**src/rtl/pixel_writer.sv**
```systemverilog
// Shader pixel sink: clips, linearises and packs pixels to RGB565, buffers them in a FIFO
// and drains them over a valid/ready memory port. Optional counters: PIXEL_WRITER_STATS_EN.
module pixel_writer #(
   parameter int H_RES  = 640,
   parameter int V_RES  = 480,
   parameter int ADDR_W = 19,
   parameter int DEPTH  = 16
) (
   input  logic              clk,
   input  logic              reset,
   input  logic              start,
   input  logic              write_pixel,
   input  logic [15:0]       x_pixel,
   input  logic [15:0]       y_pixel,
   input  logic [7:0]        R,
   input  logic [7:0]        G,
   input  logic [7:0]        B,
   input  logic              done,
   output logic              mem_req,
   output logic [ADDR_W-1:0] mem_addr,
   output logic [15:0]       mem_data,
   input  logic              mem_ack,
   output logic              busy,
   output logic              frame_done,
   output logic              overflow
`ifdef PIXEL_WRITER_STATS_EN
   ,
   output logic [31:0]       pix_count,
   output logic [31:0]       drop_count
`endif
);

   localparam int PTR_W = $clog2(DEPTH);
   localparam int CNT_W = PTR_W + 1;
   localparam int ENT_W = ADDR_W + 16;

   typedef enum logic [1:0] {IDLE, RUN, DRAIN, DONE} state_t;

   state_t state, state_next;

   logic              in_range;
   logic              clip;
   logic [ADDR_W-1:0] lin_addr;
   logic              unused_colour;

   logic              s1_valid;
   logic [ADDR_W-1:0] s1_addr;
   logic [15:0]       s1_data;

   logic [ENT_W-1:0]  fifo_mem [DEPTH];
   logic [PTR_W-1:0]  wr_ptr, rd_ptr;
   logic [CNT_W-1:0]  count, count_next;
   logic              full, pop, push, drop;
   logic [ENT_W-1:0]  head;

   assign in_range      = ({16'd0, x_pixel} < 32'(H_RES)) && ({16'd0, y_pixel} < 32'(V_RES));
   assign clip          = write_pixel && !in_range;
   assign lin_addr      = ADDR_W'(32'(y_pixel) * 32'(H_RES) + 32'(x_pixel));
   assign unused_colour = ^{R[2:0], G[1:0], B[2:0]};

   always_ff @(posedge clk or posedge reset) begin
      if (reset) begin
         s1_valid <= 1'b0;
         s1_addr  <= '0;
         s1_data  <= '0;
      end else begin
         s1_valid <= write_pixel && in_range;
         s1_addr  <= lin_addr;
         s1_data  <= {R[7:3], G[7:2], B[7:3]};
      end
   end

   // A full FIFO still accepts a push when its head leaves in the same cycle.
   always_comb begin
      full       = (count == CNT_W'(DEPTH));
      pop        = mem_req && mem_ack;
      push       = s1_valid && (!full || pop);
      drop       = s1_valid && full && !pop;
      count_next = count;
      if (push && !pop)
         count_next = count + CNT_W'(1);
      else if (!push && pop)
         count_next = count - CNT_W'(1);
   end

   always_ff @(posedge clk) begin
      if (push)
         fifo_mem[wr_ptr] <= {s1_addr, s1_data};
   end

   always_ff @(posedge clk or posedge reset) begin
      if (reset) begin
         wr_ptr <= '0;
         rd_ptr <= '0;
         count  <= '0;
      end else begin
         if (push)
            wr_ptr <= wr_ptr + PTR_W'(1);
         if (pop)
            rd_ptr <= rd_ptr + PTR_W'(1);
         count <= count_next;
      end
   end

   assign head     = fifo_mem[rd_ptr];
   assign mem_req  = (count != '0);
   assign mem_addr = mem_req ? head[ENT_W-1:16] : '0;
   assign mem_data = mem_req ? head[15:0] : '0;

   always_ff @(posedge clk or posedge reset) begin
      if (reset)
         state <= IDLE;
      else
         state <= state_next;
   end

   // Completion looks at the post-transfer FIFO level so frame_done follows the last write directly.
   always_comb begin
      state_next = state;
      if (start) begin
         state_next = RUN;
      end else begin
         case (state)
            RUN:     if (done) state_next = DRAIN;
            DRAIN:   if (!s1_valid && count_next == '0) state_next = DONE;
            default: state_next = state;
         endcase
      end
   end

   assign busy       = (state == RUN) || (state == DRAIN);
   assign frame_done = (state == DONE);

   always_ff @(posedge clk or posedge reset) begin
      if (reset)
         overflow <= 1'b0;
      else if (start)
         overflow <= 1'b0;
      else if (drop)
         overflow <= 1'b1;
   end

`ifdef PIXEL_WRITER_STATS_EN
   logic [1:0]  drop_inc;
   logic [32:0] drop_sum;

   assign drop_inc = {1'b0, clip} + {1'b0, drop};
   assign drop_sum = {1'b0, drop_count} + {31'd0, drop_inc};

   always_ff @(posedge clk or posedge reset) begin
      if (reset) begin
         pix_count  <= '0;
         drop_count <= '0;
      end else if (start) begin
         pix_count  <= '0;
         drop_count <= '0;
      end else begin
         if (pop && pix_count != 32'hFFFF_FFFF)
            pix_count <= pix_count + 32'd1;
         drop_count <= drop_sum[32] ? 32'hFFFF_FFFF : drop_sum[31:0];
      end
   end
`else
   logic unused_clip;
   assign unused_clip = clip;
`endif

endmodule

```
**config.mk**
```make
export PLATFORM = sky130hd
export DESIGN_NAME = pixel_writer
export DESIGN_NICKNAME = d
export VERILOG_FILES = /design/src/rtl/pixel_writer.sv
export SDC_FILE = /design/constraint.sdc
export NUM_CORES = 1
export LEC_CHECK = 0
export CAP_MARGIN = 20
export CORE_AREA = 2 2 249 251
export DETAILED_ROUTE_END_ITERATION = 10
export DIE_AREA = 0 0 251 253
export GPL_ROUTABILITY_DRIVEN = 0
export PLACE_DENSITY_LB_ADDON = 0.1
export SYNTH_ARGS = -nofsm -noshare
export SYNTH_HDL_FRONTEND = slang
export SYNTH_SLANG_ARGS = --single-unit
```
**constraint.sdc**
```tcl
create_clock -name clk -period 5.8 [get_ports clk]
set_input_delay 1.16 -clock clk [delete_from_list [all_inputs] [get_ports clk]]
set_output_delay 1.16 -clock clk [all_outputs]
set_load 0.02 [all_outputs]
```
==> results.toml <==
[run_status]
status = "complete, no violations"

[clocking]
hold_buffers = 0
cts_root_buf = "clkbuf_16"
clock-sinks = 612
cts_tree = "yes"
cts_setup_buffers = 0
h-tree-depth = 3
cts_inserted_buffers = 67
clk_latency_ns = 0.59
ctsResizeCount = 0
clock_path_buffers = 3
clkTransAtPathRegs_ns = 0.06

[die]
core_area_mm2 = 0.0610
rows = 91
die_w_um = 251
initial_utilization_pct = 39.6
pin_count = 101
die_y_um = 253
dieArea_mm2 = 0.0635

[setup_path]
worst_setup_path_end_kind = "output port"
r2r_slack_ns = 2.33
crit_path_cell_trace = "buf_4, mux4_2, mux4_2, and2_1, clkdlybuf4s50_1"
crit_fanout = 35
path_class = "reg -> out"
cp.arrival_ns = 3.76
required_ns = 4.64
cp_top_family = "multiplexers"
r2r_end = "fifo_mem[11][2]$_DFFE_PP_"
reg2reg_depth = 8
slowest_delay_ns = 1.00
crit_top_cell = "mux4_2"
r2r-start = "count[0]$_DFF_PP0_"
cp_slowest_cell = "dfrtp_4"
startpoint_type = "flip-flop"
cp.buffers_inverters = 2

[timing]
fin_skew_ns = 0.0144
hold-worst-slack_ns = 0.519
slew_viol_final = 0
fmax_ghz = 0.203
fin_ws_ns = 0.883
slew_headroom_pct = 40.8
tightest_slew_ns = 0.885
period_needed_ns = 4.92
setup_viol = 0
grt_setup_unrepaired = "no"
hold_viol_final = 0
tns_ns = 0
period_share_pct = 84.8

[global_routing]
grt-ovfl-total = 0
grt_max_degree = 49
grt_usage_pct = 18.0
grt_pass1_vias = 12000
grt_pass1_wl_mm = 81.5
grt_antenna_before_repair = 1

[synthesis]
ys_seq_area_share_pct = 74.9
synth.distinct_cells = 53
syn-cell-area_mm2 = 0.0242
synthArstFlopShare_pct = 8.50
yosys_warnings = 0
synth.avg_cell_area_um2 = 21.9
synth_flop_cell = "edfxtp_1"
synth.net_count = 1203
synthCells = 1102
synth_seq_cells = 612
synth_edf_count = 560

[cells_and_area]
nets = 1357
final_cell_mix = "560 x edfxtp_1, 175 x mux4_2, 92 x clkdlybuf4s50_1"
syn_to_final_growth_pct = 17.9
antenna_cells = 0
drive_gt1_share_pct = 25.6
final_util_pct = 46.7
layout_commonest_cell = "edfxtp_1"

[drt]
antenna_left = 0
drc = 0
drt_iter0_drc = 995
via_per_inst = 5.40
wl_per_cell_um = 26.6
drt_wl_total_mm = 55.6
num_vias = 11300
first_pass_iters = 5

[pwr]
ir_worst_vdd_mv = 0.352
leakage_nw = 9.22
power_density_mw_per_mm2 = 462

[placement]
place_worst_setup_slack_ns = 1.41
hpwlAfterDp_mm = 30.0
io_buffers = 92

[min_path]
hold_end = "overflow$_DFFE_PP0P_"
hold_depth = 2
min_from = "overflow$_DFFE_PP0P_"
hp-class = "reg -> reg"

[job]
cap_violations = 0
[per-layer routing]
metal,GRT usage [%],wire length [um],vias up
met5,0,0,-
met3,3.07,2400,62
li1,-,-,4897
met4,5.09,940,0
met2,30.2,28000,241
met1,24.4,24300,6098
[worst max-delay path by stage]
stage                     slack [ns]             startpoint  cells after the start                        to
after detailed placement        1.41  rd_ptr[0]$_DFFE_PP0N_                      5              mem_addr[14]
after floorplan                 0.83                mem_ack                      5  fifo_mem[3][0]$_DFFE_PP_
after CTS                       0.77  rd_ptr[0]$_DFFE_PP0N_                      5              mem_addr[14]
after global placement          1.41  rd_ptr[0]$_DFFE_PP0N_                      5              mem_addr[14]
after global routing            0.68  rd_ptr[0]$_DFFE_PP0N_                      5              mem_addr[14]
final                           0.88  rd_ptr[0]$_DFFE_PP0N_                      5              mem_addr[18]
[worst min-delay path, delay by kind of cell (launching register included)]
family          cells  cell delay [ns]
compound gates      1             0.05
flops               1             0.36
simple gates        1             0.07
[per-stage QoR]
stage                     area (um2)  total power, mW  instances
final                          28500             13.2       2094
after global routing           28500             13.8       2094
after CTS                      28500             13.4       2094
after floorplan                24200             7.94       1102
after detailed placement       26400             9.33       1977
after global placement         26400             9.33       1977
[cell type report]
type                       count  area (um2)
fill                        5108       32500
sequential                   612       18100
multi-input combinational    421        5840
clock buffer                  95        1880
timing repair buffer         135        1410
tap                          790         988
clock inverter                22         188
inverter                      19        72.6
[power breakdown]
part,internal [mW],switching (mW),total (mW)
clock network,2.39,1.66,4.04
logic,2.06,1.48,3.54
registers,5.04,0.549,5.59
total,9.49,3.69,13.2
[state kept, by name (all words and copies together), names as in the netlist]
| register | cells |
|---|---|
| s1_valid | 1 |
| wr_ptr | 4 |
| s1_addr | 19 |
| state | 2 |
| count | 5 |
| fifo_mem | 560 |
| rd_ptr | 4 |
| s1_data | 16 |
| overflow | 1 |
[cell families after synthesis]
logic type	count (synthesis)	share of synthesized area, %
fa+ha+maj	39	2.08
simple gates	120	2.66
flops	612	74.9
compound gates	61	1.70
xor+xnor	23	0.833
buf+inv	69	1.40
mux	178	16.4
[synthesized netlist by cell type, types with 5 or more instances]
| cell type | n | area share [%] |
|---|---|---|
| nand2_1 | 16 | 0.25 |
| nand3_1 | 8 | 0.17 |
| xor2_1 | 6 | 0.22 |
| o21ai_0 | 9 | 0.19 |
| buf_2 | 9 | 0.19 |
| mux4_2 | 175 | 16 |
| dfrtp_1 | 52 | 5.4 |
| o21a_1 | 6 | 0.19 |
| nor3_1 | 7 | 0.14 |
| a21oi_1 | 14 | 0.29 |
| clkbuf_1 | 27 | 0.42 |
| ha_1 | 37 | 1.9 |
| buf_6 | 9 | 0.42 |
| xnor2_1 | 17 | 0.62 |
| and2_1 | 36 | 0.93 |
| buf_1 | 5 | 0.078 |
| edfxtp_1 | 560 | 70 |
| inv_1 | 19 | 0.29 |
| nor2_1 | 27 | 0.42 |
| nor2b_1 | 5 | 0.13 |
Power figures use the tool's default switching activity.
